## config.mk

```make
export PLATFORM = sky130hd
export DESIGN_NAME = lc3b_mem_arbiter
export DESIGN_NICKNAME = d
export VERILOG_FILES = /design/src/rtl/lc3b_types.sv /design/src/rtl/lc3b_rr_pick.sv /design/src/rtl/lc3b_mem_arbiter.sv
export SDC_FILE = /design/constraint.sdc
export NUM_CORES = 1
export LEC_CHECK = 0
export CAP_MARGIN = 40
export CORE_AREA = 2 2 324 326
export CTS_BUF_LIST = sky130_fd_sc_hd__clkbuf_2
export DETAILED_ROUTE_END_ITERATION = 7
export DIE_AREA = 0 0 326 328
export GPL_ROUTABILITY_DRIVEN = 1
export PLACE_DENSITY = 0.35
export SLEW_MARGIN = 10
export SYNTH_ARGS = -nofsm -noshare
export SYNTH_HDL_FRONTEND = slang
export SYNTH_SLANG_ARGS = --single-unit
```

## constraint.sdc

```tcl
create_clock -name clk -period 4.3 [get_ports clk]
set_clock_uncertainty 0.05 [all_clocks]
set_input_delay 0.86 -clock clk [delete_from_list [all_inputs] [get_ports clk]]
set_output_delay 0.86 -clock clk [all_outputs]
set_load 0.01 [all_outputs]
```

## src/rtl/lc3b_types.sv

```systemverilog
// Shared LC-3b memory-side types: line/word widths plus the arbiter's state and requester encodings.
package lc3b_types;

    typedef logic [15:0]  lc3b_word;
    typedef logic [127:0] lc3b_c_line;

    typedef enum logic [1:0] {
        arb_idle,
        arb_grant_i,
        arb_grant_d
    } lc3b_arb_state;

    typedef enum logic {
        req_i,
        req_d
    } lc3b_requester;

    // Byte-offset bits inside one 16-byte line; memory only ever sees line-aligned addresses.
    localparam int LINE_OFFSET_W = 4;

endpackage

```

## src/rtl/lc3b_rr_pick.sv

```systemverilog
// Two-way round-robin picker: a lone requester always wins, a tie goes to whoever did not win last.
module lc3b_rr_pick (
    input  logic                        req_i,
    input  logic                        req_d,
    input  lc3b_types::lc3b_requester   last_grant,
    output logic                        valid,
    output lc3b_types::lc3b_requester   winner
);

    always_comb begin
        valid  = req_i | req_d;
        winner = lc3b_types::req_i;
        if (req_i && req_d) begin
            winner = (last_grant == lc3b_types::req_i) ? lc3b_types::req_d : lc3b_types::req_i;
        end else if (req_d) begin
            winner = lc3b_types::req_d;
        end
    end

endmodule

```

## src/rtl/lc3b_mem_arbiter.sv

```systemverilog
// Shares one physical-memory line port between the icache and dcache; one registered transaction
// at a time, round-robin on contention, with a watchdog that aborts transactions memory never answers.
module lc3b_mem_arbiter
    import lc3b_types::*;
#(
    parameter int ADDR_W  = 16,
    parameter int LINE_W  = 128,
    parameter int TIMEOUT = 1023
) (
    input  logic              clk,
    input  logic              rst_n,
    input  logic              i_read,
    input  logic              i_write,
    input  logic [ADDR_W-1:0] i_address,
    input  logic [LINE_W-1:0] i_wdata,
    output logic              i_resp,
    output logic [LINE_W-1:0] i_rdata,
    input  logic              d_read,
    input  logic              d_write,
    input  logic [ADDR_W-1:0] d_address,
    input  logic [LINE_W-1:0] d_wdata,
    output logic              d_resp,
    output logic [LINE_W-1:0] d_rdata,
    output logic              pmem_read,
    output logic              pmem_write,
    output logic [ADDR_W-1:0] pmem_address,
    output logic [LINE_W-1:0] pmem_wdata,
    input  logic              pmem_resp,
    input  logic [LINE_W-1:0] pmem_rdata,
    output logic              timeout_err
);

    localparam int                CNT_W     = (TIMEOUT > 0) ? $clog2(TIMEOUT + 1) : 1;
    localparam logic [CNT_W-1:0]  CNT_LAST  = CNT_W'(TIMEOUT - 1);
    localparam logic [ADDR_W-1:0] LINE_MASK = ~ADDR_W'((1 << LINE_OFFSET_W) - 1);

    lc3b_arb_state     state_reg, state_next;
    lc3b_requester     last_grant_reg, last_grant_next;
    logic              pmem_read_reg, pmem_read_next;
    logic              pmem_write_reg, pmem_write_next;
    logic [ADDR_W-1:0] pmem_address_reg, pmem_address_next;
    logic [LINE_W-1:0] pmem_wdata_reg, pmem_wdata_next;
    logic [CNT_W-1:0]  count_reg, count_next;
    logic              timeout_err_reg, timeout_err_next;

    logic              pick_valid;
    lc3b_requester     pick_winner;

    lc3b_rr_pick u_rr_pick (
        .req_i      (i_read | i_write),
        .req_d      (d_read | d_write),
        .last_grant (last_grant_reg),
        .valid      (pick_valid),
        .winner     (pick_winner)
    );

    always_comb begin
        state_next        = state_reg;
        last_grant_next   = last_grant_reg;
        pmem_read_next    = pmem_read_reg;
        pmem_write_next   = pmem_write_reg;
        pmem_address_next = pmem_address_reg;
        pmem_wdata_next   = pmem_wdata_reg;
        count_next        = count_reg;
        timeout_err_next  = timeout_err_reg;

        case (state_reg)
            arb_idle: begin
                // pmem_resp is deliberately not looked at here: late or spurious responses are dropped.
                if (pick_valid) begin
                    last_grant_next = pick_winner;
                    count_next      = '0;
                    if (pick_winner == req_d) begin
                        state_next        = arb_grant_d;
                        pmem_address_next = d_address & LINE_MASK;
                        pmem_wdata_next   = d_wdata;
                        pmem_write_next   = d_write;
                        pmem_read_next    = !d_write;
                    end else begin
                        state_next        = arb_grant_i;
                        pmem_address_next = i_address & LINE_MASK;
                        pmem_wdata_next   = i_wdata;
                        pmem_write_next   = i_write;
                        pmem_read_next    = !i_write;
                    end
                end
            end
            arb_grant_i, arb_grant_d: begin
                if (pmem_resp) begin
                    state_next      = arb_idle;
                    pmem_read_next  = 1'b0;
                    pmem_write_next = 1'b0;
                end else if (TIMEOUT > 0 && count_reg == CNT_LAST) begin
                    // This cycle is the TIMEOUT-th unanswered one, so the strobe was high exactly TIMEOUT cycles.
                    state_next       = arb_idle;
                    pmem_read_next   = 1'b0;
                    pmem_write_next  = 1'b0;
                    timeout_err_next = 1'b1;
                end else if (count_reg != '1) begin
                    count_next = count_reg + CNT_W'(1);
                end
            end
            default: begin
                state_next      = arb_idle;
                pmem_read_next  = 1'b0;
                pmem_write_next = 1'b0;
            end
        endcase
    end

    always_ff @(posedge clk) begin
        if (!rst_n) begin
            state_reg        <= arb_idle;
            last_grant_reg   <= req_i;
            pmem_read_reg    <= 1'b0;
            pmem_write_reg   <= 1'b0;
            pmem_address_reg <= '0;
            pmem_wdata_reg   <= '0;
            count_reg        <= '0;
            timeout_err_reg  <= 1'b0;
        end else begin
            state_reg        <= state_next;
            last_grant_reg   <= last_grant_next;
            pmem_read_reg    <= pmem_read_next;
            pmem_write_reg   <= pmem_write_next;
            pmem_address_reg <= pmem_address_next;
            pmem_wdata_reg   <= pmem_wdata_next;
            count_reg        <= count_next;
            timeout_err_reg  <= timeout_err_next;
        end
    end

    assign i_resp       = (state_reg == arb_grant_i) && pmem_resp;
    assign d_resp       = (state_reg == arb_grant_d) && pmem_resp;
    assign i_rdata      = pmem_rdata;
    assign d_rdata      = pmem_rdata;
    assign pmem_read    = pmem_read_reg;
    assign pmem_write   = pmem_write_reg;
    assign pmem_address = pmem_address_reg;
    assign pmem_wdata   = pmem_wdata_reg;
    assign timeout_err  = timeout_err_reg;

endmodule

```

==> impl_results.rst <==
.. list-table::
   :header-rows: 1

   * - Metric
     - Value
   * - Post-Route WL
     - 33730 um
   * - Class of the most critical hold timing path
     - input port to flop
   * - Post-Synth Adder-Cell Area
     - 0.6984%
   * - Final count of pins violating max slew
     - 0
   * - DRC violations left
     - 0
   * - Horizontal die dimension
     - ~330 um
   * - Weighted congestion at the end of routability-driven global placement
     - approximately 0.75
   * - Cell types with the largest area share after synthesis
     - sky130_fd_sc_hd__dfxtp_1, sky130_fd_sc_hd__buf_4, sky130_fd_sc_hd__mux2i_1
   * - Fraction of synthesized cell area in xor and xnor cells
     - 0%
   * - Share of the synthesized area in the top cell type
     - a little over a third
   * - GR Layer Usage met3
     - between 3 and 4%
   * - Initial core utilization
     - under 10%
   * - Crit Path Category
     - flop to output port
   * - Critical-path maximum fanout
     - 3
   * - First-pass GRT wire length
     - between 40000 and 50000 um
   * - Post-route non-filler standard cell count
     - 2545
   * - Global-route layer with the greatest usage
     - met2
   * - Mapped Avg Cell Area
     - around 9.0 sq um
   * - GRT overflow
     - 0
   * - Multiplexer share of the synthesized area
     - between 15 and 20%
   * - Mapped Area
     - ~0.0090 sq mm
   * - TritonCTS Sinks
     - between 150 and 200
   * - Switching power
     - roughly 2 mW
   * - Final-report setup violation count
     - 0
   * - Clock edge transition at the registers on the reported setup and hold paths
     - between 0.2 and 0.3 ns
   * - Post-route setup slack
     - about 1.0 ns
   * - Minimum setup slack among reg-to-reg paths
     - approximately 1.6 ns
   * - Footprint of the multi-input gates
     - 0.003608 sq mm
   * - Post-synthesis share of cell area spent on and, or, nand and nor gates
     - 9.093%
   * - Total power
     - approximately 5.2 mW
   * - Vias in the first global route
     - ~7.4k
   * - Internal
     - ~3.2 mW
   * - Hold slack final
     - about 0.37 ns
   * - Leak
     - roughly 4.7 nW
   * - Final-report hold violation count
     - 0
   * - Layout fillers
     - roughly 12k
   * - Setup slack after placement
     - about 1 ns
   * - Vias post-DR
     - 7239
   * - Endpoint arrival time on the critical path
     - roughly 2.3 ns
   * - Post-synth top area cell
     - sky130_fd_sc_hd__dfxtp_1
   * - Largest register FFs
     - between 100 and 150
   * - Number of vias per cell
     - roughly 2.8
   * - Half-perimeter wire length of the detailed placement result
     - roughly 26000 um
   * - Required time of the critical path
     - 3.39 ns
   * - Part of the total power dissipated in combinational logic
     - 45.5%
   * - Total instance count after detailed placement
     - 2500
   * - Type of element launching the critical path
     - flop
   * - Pre-Repair DR Iteration Count
     - 4
   * - Summed negative setup slack over all endpoints
     - 0 ns
   * - Fraction of layout instances using a drive strength above 1
     - between 4 and 5%
   * - Skew-Pair Late Insertion Delay
     - around 1.0 ns
   * - Portion of the post-synthesis area used by sequential elements
     - a little over a third
   * - Count of unique library cells instantiated by Yosys
     - 44
   * - Share of the core filled with cells in the final layout
     - 12.90%
   * - Core ar.
     - around 0.10 sq mm
   * - Power density cells
     - just under 400 mW/mm^2
   * - Number of cells traversed by the worst hold path
     - 3
   * - Largest buffer count on any clock path
     - 2
   * - # nets final
     - approximately 1.6k
   * - Area Overhead vs Synth
     - 48.60%
   * - # Post-CTS Setup Buffers
     - 0
   * - Cell count after synthesis
     - roughly 1000
   * - Combinational family with the most area after synthesis
     - buffers and inverters
   * - CTS root buffer
     - sky130_fd_sc_hd__clkbuf_2
   * - Run status
     - finished, final reports clean
   * - Clock network fraction of design power
     - between 10% and 20%
   * - Area of all placed cells without fillers
     - around 0.013 sq mm
   * - TritonCTS clock tree
     - built
   * - Met2 global-route usage
     - about a tenth
   * - Sequential cell area in the final layout
     - roughly 0.0031 sq mm
   * - Total GRT Usage
     - under 10%
   * - TritonCTS buffer count
     - 17
   * - RSZ-0062 raised after global routing
     - no
   * - Worst VDD drop
     - 0.1476 mV
   * - Die footprint
     - approximately 0.11 sq mm
   * - Average wire length per cell after detail routing
     - 13.25 um
   * - Switching part of the total
     - 38.15%
   * - Post-route antenna net violation count
     - 0
   * - Pin count of the biggest net entering global routing
     - a little under 90
   * - Number of antenna violations at the first check in global routing
     - 2
   * - Max Clk Rate
     - 307.4 MHz
   * - Port Buffers
     - 431
   * - End of the worst register-to-register path
     - count_reg[6]
   * - Number of cell rows
     - roughly 120
   * - Tightest Pin Transition
     - between 0.8 and 0.9 ns
   * - Sequential fraction of design power
     - a little under two fifths
   * - Number of top-level pins
     - 828
   * - Placed cell areas
     - between 0.01 and 0.015 sq mm
   * - Depth of the worst register-to-register path
     - 6
   * - DRC marker count from the first detailed-route iteration
     - 195
   * - Worst-case hold path end point
     - pmem_wdata[88]
   * - Synthesized-area fraction occupied by ao, oa, aoi and oai cells
     - 14.29%
   * - Portion of the clock cycle consumed by the worst path in the final layout
     - 75.66%
   * - Reg-to-reg critical path startpoint
     - state_reg[1]
   * - Total of warnings raised by yosys
     - 0
   * - HP Start
     - d_wdata[88]
   * - Slew Limit Headroom
     - roughly 45%
   * - Seq cells post-synth
     - 156
   * - Kind of end point of the critical path
     - output port
   * - Die extent in y
     - 328 um
   * - Time the worst path needs with I/O delays and setup
     - between 3 and 4 ns
   * - Met1 layer usage reported by global route
     - between 6 and 7%
   * - Max-capacitance violation count
     - 0
   * - CTS H-tree depth
     - 4
[kinds of logic (layout without fill, tap and decap cells)]
family	count (synthesis)	count (layout)
AO/OA/AOI/OAI	172	172
adder cells (fa/ha/maj)	5	5
buffers and inverters	332	490
flip-flops	156	156
multiplexers	141	141
other	1	11
AND/OR/NAND/NOR	190	190
[cells in the final DEF (no fill, tap or decap), types with 2 or more instances in the layout]
cell type	n
sky130_fd_sc_hd__clkbuf_2	17
sky130_fd_sc_hd__clkdlybuf4s50_1	431
sky130_fd_sc_hd__o2bb2ai_1	2
sky130_fd_sc_hd__clkinvlp_4	2
sky130_fd_sc_hd__nor2b_1	4
sky130_fd_sc_hd__nand3b_1	2
sky130_fd_sc_hd__nand2_1	10
sky130_fd_sc_hd__mux2i_1	141
sky130_fd_sc_hd__ha_1	5
sky130_fd_sc_hd__inv_6	6
sky130_fd_sc_hd__a211oi_1	143
sky130_fd_sc_hd__o31ai_1	3
sky130_fd_sc_hd__nor3_1	5
sky130_fd_sc_hd__o21ai_0	4
sky130_fd_sc_hd__a22o_1	3
sky130_fd_sc_hd__o22ai_1	3
sky130_fd_sc_hd__a32o_1	2
sky130_fd_sc_hd__dlygate4sd3_1	5
sky130_fd_sc_hd__and3_1	2
sky130_fd_sc_hd__inv_1	5
sky130_fd_sc_hd__o32ai_1	2
sky130_fd_sc_hd__nor2_1	143
sky130_fd_sc_hd__diode_2	7
sky130_fd_sc_hd__conb_1	4
sky130_fd_sc_hd__a21oi_1	5
sky130_fd_sc_hd__buf_12	8
sky130_fd_sc_hd__nand4_1	2
sky130_fd_sc_hd__clkinv_2	4
sky130_fd_sc_hd__clkinv_4	2
sky130_fd_sc_hd__nand3_1	7
sky130_fd_sc_hd__and2_1	2
sky130_fd_sc_hd__buf_4	7
sky130_fd_sc_hd__dfxtp_1	156
[per-layer routing]
layer / part of all wire, % / wire length (um) / up-vias
li1: - / - / 3545
met1: 38 / 12870 / 3159
met2: 44 / 14840 / 397
met3: 12 / 4170 / 138
met4: 5.5 / 1850 / 0
met5: 0 / 0 / -
[power groups by stage]
stage,sequential [mW],clock [mW],combinational (mW)
2_1_floorplan,2.11,0,1.24
3_3_place_gp,1.97,0,2.43
3_5_place_dp,1.98,0,2.43
4_1_cts,1.96,1.03,2.44
5_1_grt,2.00,1.06,2.62
6_report,1.95,0.888,2.37
[synth_stat cells (all sizes together)]
cell,number
and4,1
clkbuf,34
dfxtp,156
nor4b,1
a32o,2
a31oi,1
and3,3
o221a,1
nand2,10
and2,2
a211oi,143
nand2b,1
o31ai,3
ha,5
o22ai,3
o21ai,5
a21oi,5
o2bb2ai,2
nand4,3
or4,1
nor3,5
conb,1
clkinv,1
o32ai,2
nand3,7
or3b,1
mux2i,141
a2bb2oi,1
nand3b,2
or2,1
inv,5
nor2,143
nor4,2
or3,1
a22o,3
nand4b,1
nor2b,5
buf,292
o21a,1
[critical path, cell delays in order (launching register included)]
cell                              delay (ns)
sky130_fd_sc_hd__dfxtp_1                0.41
sky130_fd_sc_hd__inv_1                  0.07
sky130_fd_sc_hd__ha_1                   0.18
sky130_fd_sc_hd__and2_1                 0.16
sky130_fd_sc_hd__clkdlybuf4s50_1        0.52
[area by class of cell]
type,count,area share (%)
diodes,7,0.1316
clock inverters,15,1.034
well taps,1380,12.97
inverters,6,0.2068
repair buffers,452,34.44
clock buffers,17,0.6392
flip-flops and latches,156,23.46
multi-input cells,512,27.11
[what timing repair did]
action	CTS	global route
endpoints found under the hold margin	4	0
hold buffers	5	0
resized for setup	0	0
[worst max-delay path by stage]
stage               cells past startpoint              to           start
global route                            1  pmem_wdata[75]  pmem_wdata[75]
floorplan                               6  pmem_wdata[66]         d_write
detailed placement                      3          d_resp       pmem_resp
CTS                                     4          d_resp    state_reg[0]
global placement                        3          d_resp       pmem_resp
finish                                  4          d_resp    state_reg[0]
(Power assumes the default switching activity.)
